[config.mk]
export PLATFORM = sky130hd
export DESIGN_NAME = surf_dout_align_ctrl_flat
export DESIGN_NICKNAME = d
export VERILOG_FILES = /design/src/rtl/surf_dout_align_ctrl_if.sv /design/src/rtl/surf_dout_align_ctrl.sv /design/src/flat_wrapper.sv
export SDC_FILE = /design/constraint.sdc
export NUM_CORES = 1
export LEC_CHECK = 0
export CORE_ASPECT_RATIO = 0.8
export CORE_UTILIZATION = 40
export DETAILED_ROUTE_END_ITERATION = 10
export SYNTH_ARGS = -nofsm -noshare
export SYNTH_HDL_FRONTEND = slang
export SYNTH_SLANG_ARGS = --single-unit
[constraint.sdc]
create_clock -name sysclk_i -period 2.77 [get_ports sysclk_i]
set_clock_uncertainty 0.1 [all_clocks]
set_input_delay 0.831 -clock sysclk_i [delete_from_list [all_inputs] [get_ports sysclk_i]]
set_output_delay 0.831 -clock sysclk_i [all_outputs]
set_load 0.01 [all_outputs]
[src/rtl/surf_dout_align_ctrl_if.sv]
// Control/status bundle between the DOUT align sequencer and its PHY/register side.
// master = sequencer, slave = PHY and control-register side.
interface surf_dout_align_ctrl_if;
  logic       start_i;
  logic [7:0] dout_i;
  logic       iserdes_rst_o;
  logic [5:0] idelay_value_o;
  logic       idelay_load_o;
  logic       bitslip_o;
  logic       busy_o;
  logic       locked_o;
  logic       fail_o;
  logic [5:0] eye_start_o;
  logic [6:0] eye_width_o;
  logic [2:0] slip_count_o;

  modport master (
    input  start_i, dout_i,
    output iserdes_rst_o, idelay_value_o, idelay_load_o, bitslip_o,
           busy_o, locked_o, fail_o, eye_start_o, eye_width_o, slip_count_o
  );

  modport slave (
    output start_i, dout_i,
    input  iserdes_rst_o, idelay_value_o, idelay_load_o, bitslip_o,
           busy_o, locked_o, fail_o, eye_start_o, eye_width_o, slip_count_o
  );
endinterface

[src/rtl/surf_dout_align_ctrl.sv]
// Training sequencer for one SURF DOUT lane: IDELAY eye sweep, centre load,
// then bitslip until the deserialized byte matches the training pattern.
module surf_dout_align_ctrl #(
  parameter logic [7:0]  TRAIN_PATTERN = 8'hA9,
  parameter int unsigned RST_CYCLES    = 4,
  parameter int unsigned SETTLE_CYCLES = 16,
  parameter int unsigned CHECK_CYCLES  = 256,
  parameter int unsigned MIN_EYE       = 8
) (
  input  logic                        sysclk_i,
  input  logic                        rst_n_i,
  surf_dout_align_ctrl_if.master      bus
);

  localparam int unsigned CNT_W  = 17;
  localparam int unsigned TAP_W  = 6;
  localparam int unsigned WID_W  = 7;
  localparam int unsigned SLIP_W = 3;

  typedef enum logic [3:0] {
    S_IDLE, S_ISRST, S_SET_TAP, S_LOAD_PRE, S_STROBE, S_SETTLE, S_CHECK,
    S_NEXT_TAP, S_EVAL, S_LOAD_CTR, S_SLIP_CHECK, S_LOCKED, S_FAIL
  } state_t;

  state_t              state_q, state_d;
  logic [CNT_W-1:0]    cnt_q, cnt_d;
  logic [TAP_W-1:0]    tap_q, tap_d;
  logic [7:0]          ref_q, ref_d;
  logic                pass_q, pass_d;
  logic                aligning_q, aligning_d;
  logic [WID_W-1:0]    run_len_q, run_len_d, run_len_n;
  logic [TAP_W-1:0]    run_start_q, run_start_d, run_start_n;
  logic [WID_W-1:0]    best_w_q, best_w_d;
  logic [TAP_W-1:0]    best_s_q, best_s_d;

  logic                iserdes_rst_q, iserdes_rst_d;
  logic [TAP_W-1:0]    value_q, value_d;
  logic                load_q, load_d;
  logic                bitslip_q, bitslip_d;
  logic                busy_q, busy_d;
  logic                locked_q, locked_d;
  logic                fail_q, fail_d;
  logic [TAP_W-1:0]    eye_start_q, eye_start_d;
  logic [WID_W-1:0]    eye_width_q, eye_width_d;
  logic [SLIP_W-1:0]   slip_q, slip_d;

  // True when b is any of the 8 rotations of the training byte.
  function automatic logic is_rot(input logic [7:0] b);
    logic [15:0] dbl;
    logic        hit;
    dbl = {TRAIN_PATTERN, TRAIN_PATTERN};
    hit = 1'b0;
    for (int i = 0; i < 8; i++) begin
      if (dbl[i +: 8] == b) hit = 1'b1;
    end
    return hit;
  endfunction

  always_ff @(posedge sysclk_i or negedge rst_n_i) begin
    if (!rst_n_i) begin
      state_q       <= S_IDLE;
      cnt_q         <= '0;
      tap_q         <= '0;
      ref_q         <= '0;
      pass_q        <= 1'b0;
      aligning_q    <= 1'b0;
      run_len_q     <= '0;
      run_start_q   <= '0;
      best_w_q      <= '0;
      best_s_q      <= '0;
      iserdes_rst_q <= 1'b0;
      value_q       <= '0;
      load_q        <= 1'b0;
      bitslip_q     <= 1'b0;
      busy_q        <= 1'b0;
      locked_q      <= 1'b0;
      fail_q        <= 1'b0;
      eye_start_q   <= '0;
      eye_width_q   <= '0;
      slip_q        <= '0;
    end else begin
      state_q       <= state_d;
      cnt_q         <= cnt_d;
      tap_q         <= tap_d;
      ref_q         <= ref_d;
      pass_q        <= pass_d;
      aligning_q    <= aligning_d;
      run_len_q     <= run_len_d;
      run_start_q   <= run_start_d;
      best_w_q      <= best_w_d;
      best_s_q      <= best_s_d;
      iserdes_rst_q <= iserdes_rst_d;
      value_q       <= value_d;
      load_q        <= load_d;
      bitslip_q     <= bitslip_d;
      busy_q        <= busy_d;
      locked_q      <= locked_d;
      fail_q        <= fail_d;
      eye_start_q   <= eye_start_d;
      eye_width_q   <= eye_width_d;
      slip_q        <= slip_d;
    end
  end

  // Strobes are registered from the transition into their one-cycle state, so they never overlap.
  always_comb begin
    state_d       = state_q;
    cnt_d         = cnt_q;
    tap_d         = tap_q;
    ref_d         = ref_q;
    pass_d        = pass_q;
    aligning_d    = aligning_q;
    run_len_d     = run_len_q;
    run_start_d   = run_start_q;
    best_w_d      = best_w_q;
    best_s_d      = best_s_q;
    iserdes_rst_d = 1'b0;
    value_d       = value_q;
    load_d        = 1'b0;
    bitslip_d     = 1'b0;
    locked_d      = locked_q;
    fail_d        = fail_q;
    eye_start_d   = eye_start_q;
    eye_width_d   = eye_width_q;
    slip_d        = slip_q;
    run_len_n     = pass_q ? (run_len_q + WID_W'(1)) : '0;
    run_start_n   = (pass_q && (run_len_q == '0)) ? tap_q : run_start_q;

    case (state_q)
      S_IDLE, S_LOCKED, S_FAIL: begin
        if (bus.start_i) begin
          state_d       = S_ISRST;
          cnt_d         = '0;
          iserdes_rst_d = 1'b1;
          locked_d      = 1'b0;
          fail_d        = 1'b0;
          eye_start_d   = '0;
          eye_width_d   = '0;
          slip_d        = '0;
          aligning_d    = 1'b0;
          run_len_d     = '0;
          run_start_d   = '0;
          best_w_d      = '0;
          best_s_d      = '0;
        end
      end
      S_ISRST: begin
        if (cnt_q == CNT_W'(RST_CYCLES - 1)) begin
          state_d = S_SET_TAP;
          cnt_d   = '0;
          tap_d   = '0;
        end else begin
          cnt_d         = cnt_q + CNT_W'(1);
          iserdes_rst_d = 1'b1;
        end
      end
      S_SET_TAP, S_LOAD_CTR: begin
        value_d = tap_q;
        state_d = S_LOAD_PRE;
      end
      S_LOAD_PRE: begin
        load_d  = 1'b1;
        state_d = S_STROBE;
      end
      S_STROBE: begin
        cnt_d   = '0;
        state_d = S_SETTLE;
      end
      S_SETTLE: begin
        if (cnt_q == CNT_W'(SETTLE_CYCLES - 1)) begin
          cnt_d   = '0;
          state_d = aligning_q ? S_SLIP_CHECK : S_CHECK;
        end else begin
          cnt_d = cnt_q + CNT_W'(1);
        end
      end
      S_CHECK: begin
        if (cnt_q == '0) begin
          ref_d  = bus.dout_i;
          pass_d = is_rot(bus.dout_i);
        end else if (bus.dout_i != ref_q) begin
          pass_d = 1'b0;
        end
        if (cnt_q == CNT_W'(CHECK_CYCLES - 1)) begin
          cnt_d   = '0;
          state_d = S_NEXT_TAP;
        end else begin
          cnt_d = cnt_q + CNT_W'(1);
        end
      end
      S_NEXT_TAP: begin
        run_len_d   = run_len_n;
        run_start_d = run_start_n;
        if (run_len_n > best_w_q) begin
          best_w_d = run_len_n;
          best_s_d = run_start_n;
        end
        if (tap_q == TAP_W'(63)) begin
          state_d = S_EVAL;
        end else begin
          tap_d   = tap_q + TAP_W'(1);
          state_d = S_SET_TAP;
        end
      end
      S_EVAL: begin
        eye_start_d = best_s_q;
        eye_width_d = best_w_q;
        if (best_w_q < WID_W'(MIN_EYE)) begin
          fail_d  = 1'b1;
          state_d = S_FAIL;
        end else begin
          tap_d      = best_s_q + best_w_q[WID_W-1:1];
          aligning_d = 1'b1;
          state_d    = S_LOAD_CTR;
        end
      end
      S_SLIP_CHECK: begin
        if (bus.dout_i == TRAIN_PATTERN) begin
          locked_d = 1'b1;
          state_d  = S_LOCKED;
        end else if (slip_q == SLIP_W'(7)) begin
          fail_d  = 1'b1;
          state_d = S_FAIL;
        end else begin
          bitslip_d = 1'b1;
          slip_d    = slip_q + SLIP_W'(1);
          state_d   = S_STROBE;
        end
      end
      default: state_d = S_IDLE;
    endcase

    busy_d = !(state_d inside {S_IDLE, S_LOCKED, S_FAIL});
  end

  assign bus.iserdes_rst_o  = iserdes_rst_q;
  assign bus.idelay_value_o = value_q;
  assign bus.idelay_load_o  = load_q;
  assign bus.bitslip_o      = bitslip_q;
  assign bus.busy_o         = busy_q;
  assign bus.locked_o       = locked_q;
  assign bus.fail_o         = fail_q;
  assign bus.eye_start_o    = eye_start_q;
  assign bus.eye_width_o    = eye_width_q;
  assign bus.slip_count_o   = slip_q;

endmodule

[src/flat_wrapper.sv]
// flat-port wrapper written by rule: the top's interface ports become plain ports
module surf_dout_align_ctrl_flat 
#(
  parameter logic [7:0]  TRAIN_PATTERN = 8'hA9,
  parameter int unsigned RST_CYCLES    = 4,
  parameter int unsigned SETTLE_CYCLES = 16,
  parameter int unsigned CHECK_CYCLES  = 256,
  parameter int unsigned MIN_EYE       = 8
)
  (sysclk_i, rst_n_i, bus_start_i, bus_dout_i, bus_iserdes_rst_o, bus_idelay_value_o, bus_idelay_load_o, bus_bitslip_o, bus_busy_o, bus_locked_o, bus_fail_o, bus_eye_start_o, bus_eye_width_o, bus_slip_count_o);
  surf_dout_align_ctrl_if bus_i ();
  input  logic sysclk_i;
  input  logic rst_n_i;
  input wire logic [$bits(bus_i.start_i)-1:0] bus_start_i;
  input wire logic [$bits(bus_i.dout_i)-1:0] bus_dout_i;
  output wire logic [$bits(bus_i.iserdes_rst_o)-1:0] bus_iserdes_rst_o;
  output wire logic [$bits(bus_i.idelay_value_o)-1:0] bus_idelay_value_o;
  output wire logic [$bits(bus_i.idelay_load_o)-1:0] bus_idelay_load_o;
  output wire logic [$bits(bus_i.bitslip_o)-1:0] bus_bitslip_o;
  output wire logic [$bits(bus_i.busy_o)-1:0] bus_busy_o;
  output wire logic [$bits(bus_i.locked_o)-1:0] bus_locked_o;
  output wire logic [$bits(bus_i.fail_o)-1:0] bus_fail_o;
  output wire logic [$bits(bus_i.eye_start_o)-1:0] bus_eye_start_o;
  output wire logic [$bits(bus_i.eye_width_o)-1:0] bus_eye_width_o;
  output wire logic [$bits(bus_i.slip_count_o)-1:0] bus_slip_count_o;
  assign bus_i.start_i = bus_start_i;
  assign bus_i.dout_i = bus_dout_i;
  assign bus_iserdes_rst_o = bus_i.iserdes_rst_o;
  assign bus_idelay_value_o = bus_i.idelay_value_o;
  assign bus_idelay_load_o = bus_i.idelay_load_o;
  assign bus_bitslip_o = bus_i.bitslip_o;
  assign bus_busy_o = bus_i.busy_o;
  assign bus_locked_o = bus_i.locked_o;
  assign bus_fail_o = bus_i.fail_o;
  assign bus_eye_start_o = bus_i.eye_start_o;
  assign bus_eye_width_o = bus_i.eye_width_o;
  assign bus_slip_count_o = bus_i.slip_count_o;
  surf_dout_align_ctrl #(.TRAIN_PATTERN(TRAIN_PATTERN), .RST_CYCLES(RST_CYCLES), .SETTLE_CYCLES(SETTLE_CYCLES), .CHECK_CYCLES(CHECK_CYCLES), .MIN_EYE(MIN_EYE)) u_core (.sysclk_i(sysclk_i), .rst_n_i(rst_n_i), .bus(bus_i));
endmodule
==> results of run 1 <==
-- layout make-up --
cell class              count  area [sq um]  area share
flip-flops and latches     91          2280       0.359
multi-input cells         394          2740       0.431
well taps                 171           214      0.0337
inverters                  24          90.1      0.0142
clock buffers               9           225      0.0355
repair buffers             78           691       0.109
clock inverters             6           114      0.0179
-- state kept, by name, indices dropped and copies added, names as in the netlist, 3 cells and up --
name / flops
u_core.run_len_q: 7
u_core.bus.slip_count_o: 3
u_core.bus.eye_width_o: 7
u_core.best_w_q: 7
u_core.tap_q: 6
u_core.bus.idelay_value_o: 6
u_core.run_start_q: 6
u_core.bus.eye_start_o: 6
u_core.cnt_q: 17
u_core.best_s_q: 6
u_core.ref_q: 8
u_core.state_q: 4
-- per-stage QoR --
step / TNS [ps] / instances / hold slack, ps / worst slack [ps] / total power [W]
detailed placement: -318 / 755 / 386 / -95.9 / 0.00258
finish: 0 / 773 / 369 / 148 / 0.00397
global route: 0 / 773 / 385 / 15.0 / 0.00418
CTS: 0 / 771 / 383 / 19.2 / 0.00400
floorplan: 0 / 527 / 362 / 14.9 / 0.00221
global placement: -84.4 / 755 / 386 / -45.6 / 0.00255
-- power breakdown --
group          internal [W]  switching, W  total (W)
registers           0.00141      0.000116    0.00153
clock network      0.000881      0.000526    0.00141
logic              0.000438      0.000593    0.00103
total               0.00273       0.00123    0.00397
-- worst max path at each step --
stage	startpoint	slack (ps)	to	cells past startpoint
6_report	u_core.run_len_q[0]	150	u_core.best_w_q[2]	12
5_1_grt	u_core.run_len_q[0]	10	u_core.best_s_q[3]	12
4_1_cts	u_core.run_len_q[0]	20	u_core.best_w_q[2]	12
3_5_place_dp	bus_start_i	-100	u_core.cnt_q[11]	8
3_3_place_gp	bus_dout_i[7]	-50	u_core.bus.busy_o	9
2_1_floorplan	u_core.run_len_q[0]	10	u_core.best_s_q[0]	12
-- layout by cell type (no fill, tap or decap), types with 4 or more instances in the layout --
cell,synthesis,layout
mux2_2,28,28
nor2b_1,11,11
clkbuf_16,0,9
nor4bb_1,7,7
buf_4,0,40
inv_1,24,24
a21oi_1,24,24
nor3_1,6,6
nand4_1,8,8
nand2b_1,8,8
and2_1,8,8
o21ai_0,34,33
o211ai_1,4,4
mux2i_1,7,7
nor4_1,6,6
a21o_1,10,10
nand3_1,25,24
nor2_1,41,40
dfrtp_1,91,91
a22o_1,8,8
and3_1,10,10
a31oi_1,8,7
nand2_1,44,44
clkdlybuf4s50_1,0,37
xor2_1,6,6
xnor2_1,18,18
ha_1,19,18
-- repair_timing --
action,CTS,global route
resized for setup,1,6
hold buffers,0,0
pin swaps,0,4
buffers inserted,1,2
endpoints found under the setup margin,8,13
-- cell families after synthesis --
logic type	count (synthesis)	share of synthesized area
fa+ha+maj	20	0.0500
flops	91	0.441
simple gates	202	0.219
mux	35	0.0747
buf+inv	42	0.0332
compound gates	113	0.141
xor+xnor	24	0.0407
-- per-layer routing --
metal	vias up	global-route usage	part of all wire
li1	2032	-	-
met1	2022	0.276	0.50
met2	67	0.295	0.46
met3	12	0.0372	0.028
met4	0	0.0546	0.011
met5	-	0	0
-- worst register-to-register path, stage by stage (launching register included) --
cell	delay, ps
dfrtp_1	380
ha_2	200
nand3_2	100
nor2_2	110
xor2_1	180
and2_1	150
ha_1	260
a211oi_2	200
nand2_1	90
a31oi_2	190
o21ai_2	80
buf_4	180
mux2_2	280
==> results.cfg, run 1 <==
[synth]
synth_top_area_frac = 0.441
yosys-top-cells-area = dfrtp_1 (44%), mux2_2 (6.1%), ha_1 (4.6%)
synth_area_sq_mm = 0.00516
syn_nets = 558
synth_cells = 527
avgSynthCellArea_sq_um = 9.79
ys_types = 64
ys_ff_latch = 91
yosysMostFrequentCell = dfrtp_1
synth_flop_cell = dfrtp_1
yosysWarnings = 0
yosys.area.top_type = dfrtp_1
async_flop_share = 1.00
synth-edff-count = 0
synth_common_cells = dfrtp_1 (91), nand2_1 (44), nor2_1 (41), o21ai_0 (34), mux2_2 (28)
ys_seq_area_frac = 0.441

[timing]
min_period_ps = 2620
max_freq_ghz = 0.381
hold_violations = 0
worst_slew_pin_slew_ps = 612
rsz0062_at_grt = false
fin_crit_sh = 0.947
drv_slew = 0
setup_viol = 0
relSlewSlack = 0.592

[power]
irDropWorstVdd_v = 0.000515
power.static_leakage_nw = 2.94
powerDensity_mw_per_mm2 = 625

[critical_path]
critical_path_class = flip-flop to flip-flop
reg2reg_from = u_core.run_len_q[0]
required_ps = 2900
crit_buf_inv = 1
rr_worst_depth = 12
crit_chain = ha_2 -> nand3_2 -> nor2_2 -> xor2_1 -> and2_1 -> ha_1 -> a211oi_2 -> nand2_1 -> a31oi_2 -> o21ai_2 -> buf_4 -> mux2_2
crit_fanout = 8
max_stage_delay_ps = 380
worst-r2r-setup-slack_ps = 150
crit_arrival_ps = 2750
worst_path_max_delay_cell = dfrtp_1
crit_path_end_kind = flip-flop
worstReg2RegEnd = u_core.best_w_q[2]
crit_family = compound AO/OA/AOI/OAI gates
worstSetupStartpointType = flip-flop

[floorplan]
die_area_sq_mm = 0.0134
die_y_um = 104
coreArea_sq_mm = 0.0124
initial_core_util = 0.417
rows = 36
ios = 39
die_x_um = 129

[drt]
vias = 4133
drt-wirelength-per-cell_um = 15.4
via_per_inst = 5.35
post-route-drc-count = 0
drt_wl_total_um = 11900
ant_nets = 0
firstDrtPassIters = 5
drt_iter0_drc = 208

[clock_tree]
cts_sinks = 91
htree_levels = 3
cts_buffers = 9
clockBufferDepth = 2
cts_root_buffer = clkbuf_16
tritoncts = done
clk_latency_ps = 340
clk_pin_slew_ps = 70

[layout]
antenna_cells = 0
finalInstanceArea_sq_mm = 0.00635
drive_above_1_share = 0.179
fin_util = 0.512
fin_nets = 629
final.fill_count = 1132
areaGrowthSynthToFinish_pct = 23.0

[min_path]
hold_class = input port to async pin

[grt]
grt_max_degree = 60
antenna_found_initial = 0
grt_pass1_wl_um = 20600
first_global_vias = 4100
grt_use_total = 0.193
overflow = 0

[status]
status = finished, final reports clean

[placed_design]
postPlaceCellArea_sq_mm = 0.00596
gp_congestion = 0.882
post-dp-hpwl_um = 8840
place.port_buffers = 38

[run]
max_cap_violations = 0
No activity file was read; power rests on OpenSTA's default activity.
==> run 2, diff against run 1 <==
==> constraint.sdc (replaced) <==
create_clock -name sysclk_i -period 3.4 [get_ports sysclk_i]
set_clock_uncertainty 0.1 [all_clocks]
set_input_delay 1.02 -clock sysclk_i [delete_from_list [all_inputs] [get_ports sysclk_i]]
set_output_delay 1.02 -clock sysclk_i [all_outputs]
set_load 0.01 [all_outputs]
==> results.cfg, run 2 (synthesis results as in run 1) <==
[placed_design]
place.port_buffers = 38
post-dp-hpwl_um = 8460
dp_slack_ps = 309
gp_congestion = 0.844

[critical_path]
max_stage_delay_ps = 410
crit_fanout = 13
worstSetupStartpointType = flip-flop
cpMostUsedCell = ha_1
worst_path_max_delay_cell = dfrtp_1
required_ps = 3520
critical_path_class = flip-flop to flip-flop
crit_arrival_ps = 2910
crit_path_end_kind = flip-flop
crit_chain = ha_1 -> nand3_1 -> nor2_1 -> xor2_1 -> and2_1 -> ha_1 -> a211oi_1 -> nand2_1 -> a31oi_1 -> o21ai_0 -> buf_4 -> mux2_2

[drt]
drt_wl_total_um = 11600
drt-wirelength-per-cell_um = 15.5
vias = 4087
firstDrtPassIters = 5
post-route-drc-count = 0
via_per_inst = 5.45
ant_nets = 0
drt_iter0_drc = 256

[clock_tree]
postCtsHoldBufs = 0
cts_sinks = 91
cts_buffers = 9
cts_root_buffer = clkbuf_16
tritoncts = done
htree_levels = 3
clockBufferDepth = 2
post_cts_buffers = 0
ctsResizeCount = 0
clk_pin_slew_ps = 60
clk_latency_ps = 340

[grt]
overflow = 0
grt_max_degree = 51
grt_pass1_wl_um = 19700
grt_use_total = 0.185
first_global_vias = 3912
antenna_found_initial = 0

[run]
max_cap_violations = 0

[layout]
final.fill_count = 1127
antenna_cells = 0
final_common_cell = dfrtp_1
drive_above_1_share = 0.133
layout.cells.most_common_list = dfrtp_1 (91), nand2_1 (44), nor2_1 (41)
top_register = u_core.cnt_q
largest_reg_flops = 17
areaGrowthSynthToFinish_pct = 18.1
top_regs = u_core.cnt_q: 17 flops, u_core.ref_q: 8 flops
fin_nets = 605

[floorplan]
die_y_um = 104
coreArea_sq_mm = 0.0124
die_x_um = 129
rows = 36
initial_core_util = 0.417
die_area_sq_mm = 0.0134
ios = 39

[timing]
hold_slack_ps = 402
drv_slew = 0
worst_slew_pin_slew_ps = 645
setup_tns_ps = 0
fin_crit_sh = 0.820
worst_slack_ps = 612
relSlewSlack = 0.568
rsz0062_at_grt = false
min_period_ps = 2790
hold_violations = 0
setup_viol = 0
max_freq_ghz = 0.359

[power]
powerDensity_mw_per_mm2 = 490
irDropWorstVdd_v = 0.000357
power.static_leakage_nw = 2.81

[status]
status = finished, final reports clean

[min_path]
hold_class = flip-flop to flip-flop
## run 2: cell count changes in the layout (fill, tap and decap cells not counted), sizes merged
cell	change
buf	-24
clkinvlp	-1
clkbuf	+6
bufinv	-3
inv	-1
## run 2: metrics by stage
stage / util / area [sq um] / cells / total power, W
after floorplan: - / 5160 / 527 / 0.00180
after global placement: 0.468 / 5800 / 734 / 0.00201
after detailed placement: 0.468 / 5800 / 734 / 0.00202
after CTS: 0.492 / 6100 / 750 / 0.00301
after global routing: 0.492 / 6100 / 750 / 0.00316
final: 0.492 / 6100 / 750 / 0.00299
## run 2: per-layer routing
metal | GRT usage | vias up | share of wire
met5 | 0 | - | 0
met4 | 0.0387 | 0 | 0.0088
met3 | 0.0403 | 9 | 0.039
met2 | 0.284 | 85 | 0.45
li1 | - | 1989 | -
met1 | 0.268 | 2004 | 0.50
## run 2: layout make-up
type / instances / area, sq um / area share
clock buffers: 15 / 288 / 0.0472
flip-flops and latches: 91 / 2280 / 0.374
well taps: 171 / 214 / 0.0351
multi-input cells: 394 / 2710 / 0.445
inverters: 24 / 90.1 / 0.0148
repair buffers: 54 / 510 / 0.0837
clock inverters: 1 / 5.00 / 0.000821
## run 2: final timing paths
kind | startpoint | end | slack, ps | cells after the start
worst max-delay path | u_core.run_len_q[0] | u_core.best_w_q[0] | 610 | 12
worst min-delay path | u_core.bus.idelay_value_o[0] | u_core.bus.idelay_value_o[0] | 400 | 1
worst max register to register | u_core.run_len_q[0] | u_core.best_w_q[0] | 610 | 12
worst min register to register | u_core.bus.idelay_value_o[0] | u_core.bus.idelay_value_o[0] | 400 | 1
max in group asynchronous | rst_n_i | u_core.tap_q[5] | 1970 | 2
min in group asynchronous | rst_n_i | u_core.run_len_q[0] | 570 | 1
## run 2: power by group
part	total (W)	switching, W	internal, W
Combinational	0.000750	0.000448	0.000302
Clock	0.000976	0.000400	0.000575
Sequential	0.00126	0.000110	0.00115
Total	0.00299	0.000958	0.00203
## run 2: worst max-delay path, delay by kind of cell (launching register included)
kind,cells,cell delay (ps)
flip-flops,1,410
AND/OR/NAND/NOR,4,440
AO/OA/AOI/OAI,3,560
buffers and inverters,1,200
adder cells (fa/ha/maj),2,550
XOR/XNOR,1,140
multiplexers,1,280
==> run 3, diff against run 2 <==
==> constraint.sdc (replaced) <==
create_clock -name sysclk_i -period 2.88 [get_ports sysclk_i]
set_clock_uncertainty 0.1 [all_clocks]
set_input_delay 0.864 -clock sysclk_i [delete_from_list [all_inputs] [get_ports sysclk_i]]
set_output_delay 0.864 -clock sysclk_i [all_outputs]
set_load 0.01 [all_outputs]
==> results.cfg, run 3 (synthesis results as in run 1) <==
[drt]
firstDrtPassIters = 5
drt-wirelength-per-cell_um = 15.4
vias = 4136
via_per_inst = 5.40
drt_wl_total_um = 11800
post-route-drc-count = 0
ant_nets = 0
drt_iter0_drc = 269

[placed_design]
place.port_buffers = 38
postPlaceCellArea_sq_mm = 0.00590
dp_slack_ps = -89.7
gp_congestion = 0.884
post-dp-hpwl_um = 8710

[status]
status = finished, final reports clean

[timing]
relSlewSlack = 0.585
max_freq_ghz = 0.373
hold_violations = 0
rsz0062_at_grt = false
setup_tns_ps = 0
worst_slack_ps = 201
drv_slew = 0
hold_slack_ps = 384
worst_slew_pin_slew_ps = 620
setup_viol = 0
fin_crit_sh = 0.930
min_period_ps = 2680

[clock_tree]
postCtsHoldBufs = 0
clk_latency_ps = 350
tritoncts = done
cts_buffers = 9
htree_levels = 3
clk_pin_slew_ps = 70
cts_sinks = 91
clockBufferDepth = 2
cts_root_buffer = clkbuf_16

[layout]
drive_above_1_share = 0.163
fin_util = 0.504
top_register = u_core.cnt_q
final_common_cell = dfrtp_1
areaGrowthSynthToFinish_pct = 20.9
largest_reg_flops = 17
layout.cells.most_common_list = dfrtp_1 (91), nand2_1 (44), nor2_1 (41)
fin_nets = 621
antenna_cells = 0
top_regs = u_core.cnt_q: 17 flops, u_core.ref_q: 8 flops
finalInstanceArea_sq_mm = 0.00624

[grt]
overflow = 0
grt_use_total = 0.190
top_usage_layer = met2
use_met3 = 0.0398
grt_max_degree = 53
first_global_vias = 4010
met2_usage = 0.295
grt_pass1_wl_um = 20000
antenna_found_initial = 0
gr-usage-met1 = 0.267

[critical_path]
worstSetupStartpointType = flip-flop
reg2reg_from = u_core.run_len_q[1]
critical_path_class = flip-flop to flip-flop
required_ps = 3020
crit_path_end_kind = flip-flop
rr_worst_depth = 12
crit_arrival_ps = 2820
worst-r2r-setup-slack_ps = 200
crit_fanout = 8
worstReg2RegEnd = u_core.best_w_q[3]

[floorplan]
die_x_um = 129
ios = 39
initial_core_util = 0.417
rows = 36
die_y_um = 104
die_area_sq_mm = 0.0134
coreArea_sq_mm = 0.0124

[power]
power.static_leakage_nw = 2.88
irDropWorstVdd_v = 0.000441
powerDensity_mw_per_mm2 = 582

[min_path]
hold_class = input port to async pin

[run]
max_cap_violations = 0
## run 3: cell types whose count changed in the layout (fill, tap and decap cells not counted), moves of 2 or more
cell        change
clkbuf_1        -2
clkbuf_8        -4
inv_6           +2
clkinvlp_4      +3
buf_4          +16
## run 3: repair_timing
action	CTS	global route
gates resized for setup	0	3
buffers inserted	0	3
endpoints found under the setup margin	0	13
## run 3: layer usage
| layer | vias up | part of all wire |
|---|---|---|
| li1 | 2029 | - |
| met1 | 2016 | 0.50 |
| met2 | 83 | 0.45 |
| met3 | 8 | 0.038 |
| met4 | 0 | 0.0096 |
| met5 | - | 0 |
## run 3: critical path, stage by stage, from the launching register on
cell and delay [ps]:
dfrtp_1 390, ha_2 210, nand3_1 120, nor2_1 140
xor2_1 170, and2_1 150, ha_1 260, a211oi_2 190
nand2_1 70, a31oi_1 190, o21ai_1 110, buf_4 180
mux2_2 270
## run 3: final cells by class
cell class	instances	area, sq um
clock buffer	9	225
clock inverter	7	81.3
timing repair buffer	70	631
sequential	91	2280
inverter	24	90.1
fill	1154	6150
multi-input combinational	394	2720
tap	171	214
## run 3: per-stage QoR
step                power [W]  cells
floorplan             0.00213    527
global placement      0.00242    747
detailed placement    0.00244    747
CTS                   0.00368    763
global route          0.00386    766
finish                0.00363    766
## run 3: worst max path at each step
stage	endpoint	slack (ps)	cells past startpoint	start
floorplan	u_core.best_s_q[0]	120	12	u_core.run_len_q[0]
global placement	u_core.cnt_q[11]	40	8	bus_start_i
detailed placement	u_core.cnt_q[11]	-90	8	bus_start_i
CTS	u_core.best_s_q[3]	80	12	u_core.run_len_q[1]
global route	u_core.best_w_q[2]	10	12	u_core.run_len_q[1]
finish	u_core.best_w_q[3]	200	12	u_core.run_len_q[1]
## run 3: report_power, final
part	leakage [nW]	switching [W]	internal, W
logic	1.49	0.000542	0.000392
clock network	0.141	0.000533	0.000685
registers	1.25	0.000119	0.00136
total	2.88	0.00119	0.00243
